==> config.mk <==
export PLATFORM = sky130hd
export DESIGN_NAME = drive_arbiter
export DESIGN_NICKNAME = d
export VERILOG_FILES = /design/src/rtl/drive_arbiter.sv
export SDC_FILE = /design/constraint.sdc
export NUM_CORES = 1
export LEC_CHECK = 0
export ABC_AREA = 1
export BUFFER_PORTS_ARGS = -buffer_cell sky130_fd_sc_hd__buf_2
export CORE_UTILIZATION = 30
export DETAILED_ROUTE_END_ITERATION = 8
export GPL_ROUTABILITY_DRIVEN = 0
export HOLD_SLACK_MARGIN = 0.12
export PLACE_DENSITY = 0.55
export SETUP_SLACK_MARGIN = 0.15
export SLEW_MARGIN = 20
export SYNTH_ARGS = -nofsm -noshare
export SYNTH_HDL_FRONTEND = slang
export SYNTH_SLANG_ARGS = --single-unit
==> constraint.sdc <==
create_clock -name clk_50 -period 3.8 [get_ports clk_50]
set_clock_uncertainty 0.05 [all_clocks]
set_input_delay 0.38 -clock clk_50 [delete_from_list [all_inputs] [get_ports clk_50]]
set_output_delay 0.38 -clock clk_50 [all_outputs]
set_load 0.02 [all_outputs]
==> src/rtl/drive_arbiter.sv <==
// drive_arbiter: arbitrates CAM / IR drive codes and maps the granted code to motor duty and direction.
// Define DRIVE_RAMP_EN for duty slewing with brake-through-zero reversals; otherwise duty snaps to target.
module drive_arbiter #(
  parameter int RAMP_DIV    = 250000,
  parameter int RAMP_STEP   = 8,
  parameter int HOLD_CYCLES = 5000000,
  parameter int WDOG_CYCLES = 25000000
) (
  input  logic       clk_50,
  input  logic       rst_n,
  input  logic [1:0] mode,
  input  logic       cam_valid,
  input  logic [2:0] cam_drive,
  input  logic       ir_valid,
  input  logic [2:0] ir_drive,
  input  logic       estop,
  output logic [1:0] grant,
  output logic [2:0] active_cmd,
  output logic [7:0] duty_l,
  output logic [7:0] duty_r,
  output logic       dir_l,
  output logic       dir_r,
  output logic       estop_latched,
  output logic       wdog_trip
);

  if (RAMP_DIV < 1 || RAMP_STEP < 1 || RAMP_STEP > 255 || HOLD_CYCLES < 2 || WDOG_CYCLES < 2) begin : g_badCfg
    $error("drive_arbiter: invalid parameter set");
  end

  localparam int HW = $clog2(HOLD_CYCLES + 1);
  localparam int WW = $clog2(WDOG_CYCLES);

  localparam logic [2:0] C_STOP  = 3'd0;
  localparam logic [2:0] C_LEFT  = 3'd1;
  localparam logic [2:0] C_RIGHT = 3'd2;
  localparam logic [2:0] C_SLOW  = 3'd3;
  localparam logic [2:0] C_MED   = 3'd4;
  localparam logic [2:0] C_FAST  = 3'd5;

  typedef enum logic [1:0] {S_IDLE, S_CAM, S_IR, S_ESTOP} state_t;

  state_t          state_q, modeState;
  logic [1:0]      grant_q;
  logic [2:0]      cmd_q;
  logic            estopLatched_q, wdogTrip_q;
  logic [HW-1:0]   holdCnt_q;
  logic [WW-1:0]   wdogCnt_q;
  logic [7:0]      dutyL_q, dutyR_q, dutyL_d, dutyR_d;
  logic            dirL_q, dirR_q, dirL_d, dirR_d;
  logic [7:0]      tgtDutyL, tgtDutyR;
  logic            tgtDirL, tgtDirR;

  always_comb begin
    case (mode)
      2'b01:   modeState = S_CAM;
      2'b10:   modeState = S_IR;
      default: modeState = S_IDLE;
    endcase
  end

  // A mode change always lands on STOP with fresh counters, so any strobe in that cycle is dropped.
  always_ff @(posedge clk_50 or negedge rst_n) begin
    if (!rst_n) begin
      state_q        <= S_IDLE;
      grant_q        <= 2'b00;
      cmd_q          <= C_STOP;
      estopLatched_q <= 1'b0;
      wdogTrip_q     <= 1'b0;
      holdCnt_q      <= '0;
      wdogCnt_q      <= '0;
    end else if (estop) begin
      state_q        <= S_ESTOP;
      grant_q        <= 2'b00;
      cmd_q          <= C_STOP;
      estopLatched_q <= 1'b1;
      holdCnt_q      <= '0;
      wdogCnt_q      <= '0;
    end else if (state_q == S_ESTOP) begin
      if (modeState == S_IDLE) begin
        state_q        <= S_IDLE;
        estopLatched_q <= 1'b0;
      end
    end else if (modeState != state_q) begin
      state_q   <= modeState;
      grant_q   <= (modeState == S_CAM) ? 2'b01 : (modeState == S_IR) ? 2'b10 : 2'b00;
      cmd_q     <= C_STOP;
      holdCnt_q <= '0;
      wdogCnt_q <= '0;
    end else begin
      case (state_q)
        S_CAM: begin
          if (cam_valid) begin
            cmd_q      <= cam_drive;
            wdogCnt_q  <= '0;
            wdogTrip_q <= 1'b0;
          end else if (wdogCnt_q == WW'(WDOG_CYCLES - 1)) begin
            wdogTrip_q <= 1'b1;
            cmd_q      <= C_STOP;
          end else begin
            wdogCnt_q <= wdogCnt_q + WW'(1);
          end
        end
        S_IR: begin
          if (ir_valid) begin
            cmd_q     <= ir_drive;
            holdCnt_q <= HW'(HOLD_CYCLES);
          end else if (holdCnt_q == HW'(1)) begin
            cmd_q     <= C_STOP;
            holdCnt_q <= '0;
          end else if (holdCnt_q != '0) begin
            holdCnt_q <= holdCnt_q - HW'(1);
          end
        end
        default: ;
      endcase
    end
  end

  // STOP (and the unused codes) keep the present directions so a stop never triggers a reversal.
  always_comb begin
    tgtDutyL = 8'd0;
    tgtDutyR = 8'd0;
    tgtDirL  = dirL_q;
    tgtDirR  = dirR_q;
    case (cmd_q)
      C_LEFT:  begin tgtDirL = 1'b0; tgtDutyL = 8'd96;  tgtDirR = 1'b1; tgtDutyR = 8'd96;  end
      C_RIGHT: begin tgtDirL = 1'b1; tgtDutyL = 8'd96;  tgtDirR = 1'b0; tgtDutyR = 8'd96;  end
      C_SLOW:  begin tgtDirL = 1'b1; tgtDutyL = 8'd64;  tgtDirR = 1'b1; tgtDutyR = 8'd64;  end
      C_MED:   begin tgtDirL = 1'b1; tgtDutyL = 8'd128; tgtDirR = 1'b1; tgtDutyR = 8'd128; end
      C_FAST:  begin tgtDirL = 1'b1; tgtDutyL = 8'd192; tgtDirR = 1'b1; tgtDutyR = 8'd192; end
      default: ;
    endcase
  end

`ifdef DRIVE_RAMP_EN
  localparam int PW = (RAMP_DIV > 1) ? $clog2(RAMP_DIV) : 1;
  localparam logic [8:0] STEP9 = 9'(RAMP_STEP);

  logic [PW-1:0] pre_q;
  logic          tick;

  assign tick = (pre_q == PW'(RAMP_DIV - 1));

  function automatic logic [7:0] stepToward(input logic [7:0] cur, input logic [7:0] tgt);
    logic [8:0] gap;
    if (cur < tgt) begin
      gap = {1'b0, tgt} - {1'b0, cur};
      return (gap <= STEP9) ? tgt : cur + STEP9[7:0];
    end
    gap = {1'b0, cur} - {1'b0, tgt};
    return (gap <= STEP9) ? tgt : cur - STEP9[7:0];
  endfunction

  // A reversal first brakes to zero, then spends one whole tick at zero while the direction flips.
  function automatic logic [8:0] slewSide(input logic dir, input logic [7:0] duty,
                                          input logic tdir, input logic [7:0] tduty);
    if (tdir != dir) begin
      if (duty != 8'd0) return {dir, stepToward(duty, 8'd0)};
      return {tdir, 8'd0};
    end
    return {dir, stepToward(duty, tduty)};
  endfunction

  always_comb begin
    {dirL_d, dutyL_d} = {dirL_q, dutyL_q};
    {dirR_d, dutyR_d} = {dirR_q, dutyR_q};
    if (estop || state_q == S_ESTOP) begin
      dutyL_d = 8'd0;
      dutyR_d = 8'd0;
    end else if (tick) begin
      {dirL_d, dutyL_d} = slewSide(dirL_q, dutyL_q, tgtDirL, tgtDutyL);
      {dirR_d, dutyR_d} = slewSide(dirR_q, dutyR_q, tgtDirR, tgtDutyR);
    end
  end

  always_ff @(posedge clk_50 or negedge rst_n) begin
    if (!rst_n) pre_q <= '0;
    else        pre_q <= tick ? '0 : pre_q + PW'(1);
  end
`else
  always_comb begin
    {dirL_d, dutyL_d} = {tgtDirL, tgtDutyL};
    {dirR_d, dutyR_d} = {tgtDirR, tgtDutyR};
    if (estop || state_q == S_ESTOP) begin
      {dirL_d, dutyL_d} = {dirL_q, 8'd0};
      {dirR_d, dutyR_d} = {dirR_q, 8'd0};
    end
  end
`endif

  always_ff @(posedge clk_50 or negedge rst_n) begin
    if (!rst_n) begin
      dutyL_q <= 8'd0;
      dutyR_q <= 8'd0;
      dirL_q  <= 1'b1;
      dirR_q  <= 1'b1;
    end else begin
      dutyL_q <= dutyL_d;
      dutyR_q <= dutyR_d;
      dirL_q  <= dirL_d;
      dirR_q  <= dirR_d;
    end
  end

  assign grant         = grant_q;
  assign active_cmd    = cmd_q;
  assign duty_l        = dutyL_q;
  assign duty_r        = dutyR_q;
  assign dir_l         = dirL_q;
  assign dir_r         = dirR_q;
  assign estop_latched = estopLatched_q;
  assign wdog_trip     = wdogTrip_q;

endmodule

==> metrics.txt, run 1 <==
global-route usage over all layers=15.3%; launch point of the worst path=holdCnt_q[19]; instance area at placement=around 0.0048 sq mm; clock tree buffer depth=2; Critical Path AT=2.80 ns; number of enable flip-flop cells after synthesis=0; kind of end point of the critical path=flop; detailed-router iteration count before antenna repair=7; number of different library cells in the post-synthesis netlist=45; biggest area consumer among synthesized cells=dfrtp_1; ant diodes=0; Port Buffers=27; Worst EP required=3.96 ns; number of register bits inferred by synthesis=62; HPWL after detailed placement=8490 microns; clock tree from TritonCTS=done; hold crit path type=in2reg; Final Cycle Share=69.6%; number of vias after detailed routing=4133; prevailing post-synth register cell=dfrtp_1; first-iteration detailed-routing DRC count=271; vias in the first global route=3905; ANT nets after route=0; die outline height=126 microns; unrepaired setup endpoints after global routing=false; DIE AREA=~0.016 sq mm; Initial Utilization=between 30% and 40%; CTS root buf=clkbuf_16; final period demand of the worst path=2.64 ns; number of primary I/O pins=38; fraction of registers with async set or reset after synthesis=between 90% and 100%; largest cells by area after synthesis=dfrtp_1, nand2_1, nor2_1; clock edge transition at the registers on the reported setup and hold paths=roughly 0.05 ns; wire length of the first global-routing pass=19500 microns; Max FO, Critical Path=21; origin of the worst min-delay path=ir_valid; Max-cap violations=0; layout cells sized above 1=16.6%; H-tree levels=3; sequential cell area in the final layout=0.00155 sq mm; part of the Yosys area used for sequential elements=33.6%; standard-cell row count=45; Tightest Pin Transition=0.584 ns; share of the synthesized area in the top cell type=32.5%; IR drop worst, VDD=0.257 mV; tightest slew margin relative to the limit=61.1%; leftover overflow at the end of global routing=0; final count of pins violating max slew=0; setup violators final=0; violations in the final reports=DRC; # DRC=2; TritonCTS sink count=62; achievable clock frequency=approximately 380 MHz; routed vias/inst=about 4.7; routed length per instance=13.2 microns; number of hold violations in the final report=0; cell types with the highest counts after synthesis=nand2_1, nor2_1, nand3_1, inv_1, dfrtp_1; netlist area before placement=approximately 0.0046 sq mm; Die X=126 microns; fin area=roughly 0.0051 sq mm; worst skew pair latency=0.34 ns; maximum number of pins on one net before global-route repair=34; layout net count=707; total power per unit cell area=between 600 and 700 mW/mm^2; count of mapped cells out of synthesis=about 660; number of synthesis warnings=0; area added between synthesis and finish=10.1%; initial antenna violation count=0; critical path start-end classification=reg2reg; Worst setup SP type=flop; Fill cells=1623; area of the multi-input gates=0.00256 sq mm; leakage power of the design=between 2 and 2.5 nW; WL final=11500 microns; most frequent cell after synthesis=nand2_1; core footprint=between 0.015 and 0.02 sq mm; number of buffers created by CTS=9; origin of the critical flop-to-flop path=holdCnt_q[19]; result of the run=finished, violations left; mean area per synthesized cell=6.99 sq um; summed negative setup slack over all endpoints=0 ns
placed cells by master, fill, tap and decap left out, types with 2 or more instances in the layout:
cell / count
a211oi_1: 2
a21oi_1: 8
a32o_1: 2
a32oi_1: 3
buf_2: 27
buf_4: 4
clkbuf_1: 2
clkbuf_16: 9
clkinv_2: 4
conb_1: 10
dfrtp_1: 60
dfstp_2: 2
ha_1: 11
inv_1: 66
inv_2: 8
nand2_1: 170
nand2_2: 12
nand3_1: 71
nand3_2: 13
nand3b_1: 2
nand4_1: 13
nor2_1: 101
nor2_2: 8
nor2_8: 2
nor3_1: 12
o21ai_0: 6
o21ai_1: 17
o21ai_2: 14
o22ai_1: 3
or2_2: 3
xnor2_1: 3
xor2_1: 6
per-stage QoR:
step / cells / setup WS (ns) / total power (W) / hold slack, ns / utilization (%)
after floorplan: 670 / 1.95 / 0.00220 / 0.0344 / -
after global placement: 859 / 1.20 / 0.00251 / 0.370 / 31.8
after detailed placement: 859 / 1.15 / 0.00249 / 0.368 / 31.8
after CTS: 876 / 1.21 / 0.00327 / 0.360 / 33.6
after global routing: 876 / 0.867 / 0.00357 / 0.375 / 33.6
final: 876 / 1.16 / 0.00325 / 0.359 / 33.6
power by group:
part           leakage (nW)  switching (W)  internal [W]
registers             0.841      0.0000981      0.000769
logic                  1.40        0.00112      0.000498
clock network         0.132       0.000313      0.000456
critical path: stages (launching register included):
cell     delay, ns
dfrtp_1       0.42
nor2_1        0.23
nand2_1       0.10
nor2_1        0.18
nand3_1       0.41
nand3_1       0.22
nand2_2       0.17
nand2_2       0.36
inv_1         0.19
nand2_1       0.10
nand3_1       0.08
per-layer routing:
| layer | share of wire, % | global-route usage (%) |
|---|---|---|
| met5 | 0 | 0 |
| met4 | 1.7 | 4.61 |
| met3 | 3.5 | 2.97 |
| met1 | 48 | 20.5 |
| met2 | 46 | 24.8 |
final timing paths:
path	end	slack, ns	cells past startpoint
min in group asynchronous	holdCnt_q[21]	0.54	2
setup reg to reg	holdCnt_q[19]	1.16	10
max in group asynchronous	wdogCnt_q[23]	2.41	3
hold / removal	holdCnt_q[6]	0.36	3
hold reg to reg	dir_r	0.41	2
setup / recovery	holdCnt_q[19]	1.16	10
layout make-up:
class,instances,area share (%)
repair buffers,32,3.44
clock inverters,4,0.443
well taps,188,4.62
flip-flops and latches,62,30.5
clock buffers,12,4.84
inverters,77,5.80
multi-input cells,501,50.3
sequential cells by signal, indices dropped and copies added, names as in the netlist:
register	flops
wdogCnt_q	25
holdCnt_q	23
active_cmd	3
duty_r	3
grant	2
state_q	2
dir_l	1
dir_r	1
estop_latched	1
wdog_trip	1
cell families after synthesis:
family | after synthesis | synth area share [%]
fa+ha+maj | 11 | 2.98
compound gates | 59 | 8.36
other cells | 1 | 0.0811
flops | 62 | 33.6
buf+inv | 107 | 11.7
simple gates | 411 | 41.2
xor+xnor | 10 | 2.06
repair_timing:
action	in CTS	in global routing
hold buffers	1	0
resized for setup	0	0
endpoints found under the hold margin	22	0
setup buffers	0	0
Note: power is estimated with default switching activity, not from simulation.
==> inputs of run 2 (changes only) <==
Clock period 3.8 ns to 2.5 ns, I/O delays scaled along.
==> run 2 against run 1 <==
Effect of this change:
- the flow still finishes with violations (DRC)
- clock power is 53% higher
- register-to-register slack worse by 0.76 ns
- critical path depth is 1 higher
- critical path type unchanged
- first-iteration DRC count is 14% lower
- global-route usage is 0.20 points lower
- critical endpoint is now holdCnt_q[10]
- hold slack worse by 0.13 ns
- cell count is 0.57% higher
- sequential power is 52% higher
- die area stayed put
- non-clock buffer count is 5 higher
==> metrics.txt, run 2 (synthesis results as in run 1) <==
Max FO, Critical Path=12; Sw Share=46.5%; internal power=0.00264 W; clock edge transition at the registers on the reported setup and hold paths=0.06 ns; area of the multi-input gates=~0.0026 sq mm; vias in the first global route=3796; sequential cell area in the final layout=between 0.0015 and 0.002 sq mm; DIE AREA=around 0.016 sq mm; Worst EP required=~2.7 ns; Critical-path top delay cell=dfrtp_1; final period demand of the worst path=2.10 ns; initial antenna violation count=0; violations in the final reports=DRC; highest metal layer with signal wires=met4; portion of total power attributed to sequential cells=about a quarter; top library cells by usage in the layout, fill and taps aside=nand2_1, nor2_1, nand3_1; Clk pwr share=23.8%; Initial Utilization=between 30% and 40%; clock tree from TritonCTS=done; number of vias after detailed routing=4135; # DRC=2; TritonCTS sink count=62; total power per unit cell area=961 mW/mm^2; Port Buffers=27; leakage power of the design=roughly 2.4 nW; clock tree buffer depth=2; most frequent CP cell=nand2_2; setup violators final=0; core footprint=approximately 0.015 sq mm; ant diodes=0; CTS root buf=clkbuf_16; flip-flop count of the largest register after layout=25; achievable clock frequency=476 MHz; Max-cap violations=0; Worst setup SP type=flop; Final Cycle Share=84.1%; summed negative setup slack over all endpoints=0 ns; Critical Path AT=2.27 ns; critical path start-end classification=reg2reg; layout cells sized above 1=17.5%; H-tree levels=3; longest individual stage delay on the worst path=0.43 ns; detailed-router iteration count before antenna repair=6; Met2 Wirelength=approximately 5200 microns; number of gates resized after cts=0; tightest slew margin relative to the limit=52.4%; ANT nets after route=0; routed length per instance=12.9 microns; maximum number of pins on one net before global-route repair=35; number of buffers created by CTS=9; total setup buffers inserted after CTS=0; Finished Core Util=34.0%; Tightest Pin Transition=between 0.7 and 0.8 ns; HPWL after detailed placement=8530 microns; total length of routed met3 wires=366 microns; worst skew pair latency=0.34 ns; Fill cells=1641; global-route usage over all layers=15.1%; number of primary I/O pins=38; standard-cell row count=45; Hold Slack=0.227 ns; critical path cell sequence=ha_1, inv_1, nor2_2, inv_1, nand2_2, nand2_2, nand2_2, nand2_2, buf_4, nand3_1, o21ai_1; metal1 wirelength=5700 microns; Die X=126 microns; most common cell after layout, fill and taps aside=nand2_1; Crit path buffers/inverters=3; hold crit path type=in2reg; logic gate share of total power=49.5%; leftover overflow at the end of global routing=0; kind of end point of the critical path=flop; final count of pins violating max slew=0; die outline height=126 microns; Net Sw Power=0.00230 W; largest registers in the final layout=wdogCnt_q (25), holdCnt_q (23); IR drop worst, VDD=0.434 mV; number of buffers inserted by hold repair at cts=1; layout net count=about 710; unrepaired setup endpoints after global routing=false; routed vias/inst=approximately 4.7; number of hold violations in the final report=0; critical path's top delay family=simple AND/OR/NAND/NOR gates; WL final=roughly 11000 microns; wire length of the first global-routing pass=19200 microns; Largest Register=wdogCnt_q; first-iteration detailed-routing DRC count=233; area added between synthesis and finish=11.3%; result of the run=finished, violations left
run 2: cell count changes in the layout (fill, tap and decap cells not counted):
| cell | change |
|---|---|
| buf_4 | +4 |
| clkbuf_1 | -2 |
| clkinvlp_4 | +2 |
| buf_12 | +1 |
run 2: stage by stage:
stage	instance area, sq um	total power, W	instances	worst slack (ns)
6_report	5150	0.00495	881	0.397
5_1_grt	5150	0.00543	881	0.216
4_1_cts	5150	0.00499	881	0.409
3_5_place_dp	4860	0.00378	864	0.360
3_3_place_gp	4860	0.00379	864	0.414
2_1_floorplan	4660	0.00334	670	0.723
run 2: worst reg2reg max path: cells and delay by family, from the launching register on:
kind	cells	cell delay (ns)
compound gates	1	0.06
fa+ha+maj	1	0.20
simple gates	6	0.78
buf+inv	3	0.47
flops	1	0.43
run 2: path summary, 6_finish.rpt:
path | from | end | slack, ns | cells past startpoint
min in group asynchronous | rst_n | holdCnt_q[2] | 0.46 | 2
max reg2reg | state_q[1] | holdCnt_q[10] | 0.40 | 11
max | state_q[1] | holdCnt_q[10] | 0.40 | 11
max in group asynchronous | rst_n | wdogCnt_q[1] | 1.29 | 3
min reg2reg | dir_r | dir_r | 0.41 | 2
min | ir_valid | holdCnt_q[19] | 0.23 | 3
run 2: area by class of cell:
type	count	area share, %
clock buffers	10	4.64
flip-flops and latches	62	30.2
multi-input cells	501	49.7
well taps	188	4.57
clock inverters	6	0.729
repair buffers	37	4.38
inverters	77	5.74
run 2: power groups by stage:
stage | Clock [W] | Sequential (W) | Combinational [W]
finish | 0.00118 | 0.00132 | 0.00245
global route | 0.00126 | 0.00134 | 0.00283
CTS | 0.00121 | 0.00132 | 0.00246
detailed placement | 0 | 0.00133 | 0.00245
global placement | 0 | 0.00134 | 0.00246
floorplan | 0 | 0.00134 | 0.00201
run 2: metal layers:
| layer | vias to the layer above | track usage [%] |
|---|---|---|
| met4 | 0 | 3.40 |
| met1 | 1914 | 20.2 |
| met3 | 7 | 3.10 |
| met2 | 66 | 25.0 |
| li1 | 2148 | - |
| met5 | - | 0 |
==> inputs of run 3 (changes only) <==
Clock period 2.5 ns to 2 ns, I/O delays scaled along.
==> run 3 against run 2 <==
Effect of this change:
- the flow now finishes without violations
- critical path depth unchanged
- design area is 6.3% higher
- hold slack worse by 0.045 ns
- largest power group unchanged
- routed wire length is 2.8% higher
- critical path type unchanged
- critical endpoint is now holdCnt_q[18]
==> metrics.txt, run 3 (synthesis results as in run 1) <==
flip-flop count of the largest register after layout=25; H-tree levels=3; worst skew pair latency=0.33 ns; Worst EP required=2.21 ns; HPWL after detailed placement=8630 microns; number of hold violations in the final report=0; number of vias after detailed routing=4270; routed length per instance=12.9 microns; largest registers in the final layout=wdogCnt_q (25), holdCnt_q (23); result of the run=complete, no violations; number of primary I/O pins=38; clock tree buffer depth=2; DIE AREA=0.0159 sq mm; wire length of the first global-routing pass=19500 microns; Sw Share=45.6%; # DRC=0; IR drop worst, VDD=0.571 mV; hold crit path type=in2reg; fin area=roughly 0.0055 sq mm; layout net count=738; vias in the first global route=about 4000; Tightest Pin Transition=0.512 ns; number of buffers created by CTS=9; Initial Utilization=30.5%; logic gate share of total power=53.4%; most common cell after layout, fill and taps aside=nand2_1; maximum number of pins on one net before global-route repair=63; portion of total power attributed to sequential cells=between 20% and 30%; instance area at placement=between 0.005 and 0.006 sq mm; first-iteration detailed-routing DRC count=approximately 250; tightest slew margin relative to the limit=65.8%; unrepaired setup endpoints after global routing=true; ANT nets after route=0; Net Sw Power=approximately 0.0030 W; summed negative setup slack over all endpoints=0 ns; Critical Path AT=1.98 ns; Final Cycle Share=about nine tenths; routed vias/inst=between 4 and 5; number of placed instances, taps included=just under 900; Clk pwr share=21.5%; die outline height=between 100 and 150 microns; count of placed standard cells in the final layout, fillers left out=907; final count of pins violating max slew=0; internal power=0.00361 W; critical path start-end classification=reg2reg; standard-cell row count=45; top library cells by usage in the layout, fill and taps aside=nand2_1, nor2_1, nand3_1; Die X=126 microns; detailed-router iteration count before antenna repair=5; Largest Register=wdogCnt_q; CTS root buf=clkbuf_16; Worst setup SP type=flop; leakage power of the design=2.57 nW; core footprint=0.0151 sq mm; setup violators final=0; achievable clock frequency=around 560 MHz; total power per unit cell area=1210 mW/mm^2; clock tree from TritonCTS=done; kind of end point of the critical path=flop; ant diodes=0; Port Buffers=27; final period demand of the worst path=1.77 ns; layout cells sized above 1=between 20% and 30%; initial antenna violation count=0; global-route usage over all layers=15.4%; Max FO, Critical Path=7; worst slack after detailed placement=0.0568 ns; clock edge transition at the registers on the reported setup and hold paths=0.05 ns; Worst Setup Slack, final=0.226 ns; TritonCTS sink count=62; WL final=11700 microns; Max-cap violations=0; Pwr Total=0.00664 W; area added between synthesis and finish=18.3%; leftover overflow at the end of global routing=0
## run 3: area by class of cell
cell class                 count  area, sq um
clock inverter                 4         22.5
multi-input combinational    501         2640
timing repair buffer          63          469
sequential                    62         1560
fill                        1606         9680
tap                          188          235
inverter                      77          300
clock buffer                  12          246
## run 3: power groups by stage
stage / clock network, W / logic [W] / registers [W]
2_1_floorplan: 0 / 0.00251 / 0.00167
3_3_place_gp: 0 / 0.00321 / 0.00167
3_5_place_dp: 0 / 0.00321 / 0.00167
4_1_cts: 0.00147 / 0.00322 / 0.00165
5_1_grt: 0.00152 / 0.00398 / 0.00170
6_report: 0.00143 / 0.00355 / 0.00166
## run 3: final timing paths
kind / from / endpoint / slack [ns] / depth (start not counted)
setup / recovery: state_q[1] / holdCnt_q[18] / 0.23 / 11
setup reg to reg: state_q[1] / holdCnt_q[18] / 0.23 / 11
max in group asynchronous: rst_n / dir_l / 1.22 / 3
min in group asynchronous: rst_n / holdCnt_q[3] / 0.35 / 3
hold reg to reg: dir_r / dir_r / 0.42 / 2
hold / removal: ir_valid / holdCnt_q[6] / 0.18 / 3
## run 3: through the flow
step,hold WS [ns],util (%)
global placement,0.202,33.1
global route,0.193,36.1
CTS,0.159,35.0
finish,0.182,36.1
floorplan,-0.146,-
detailed placement,0.201,33.1
## run 3: critical path, stage by stage (launching register included)
cell and delay, ns:
dfrtp_2 0.45, ha_1 0.21, inv_1 0.11, nor2_2 0.06, inv_2 0.12, nand2_1 0.08
nand2_2 0.11, nand2_2 0.08, nand2_4 0.11, buf_8 0.13, nand3_1 0.08, o21ai_1 0.09
## run 3: timing repair
action	4_1_cts	5_1_grt
pin swaps	0	5
gates resized for setup	1	32
endpoints found under the hold margin	60	0
endpoints found under the setup margin	1	46
gates cloned	0	1
hold buffers	1	0
buffers inserted	0	6
## run 3: routing by layer
metal / global-route usage [%] / share of wire (%) / vias up
met2: 26.2 / 48 / 60
met1: 19.9 / 48 / 1981
met3: 2.89 / 3.3 / 13
met4: 4.39 / 1.2 / 0
met5: 0 / 0 / -
li1: - / - / 2216
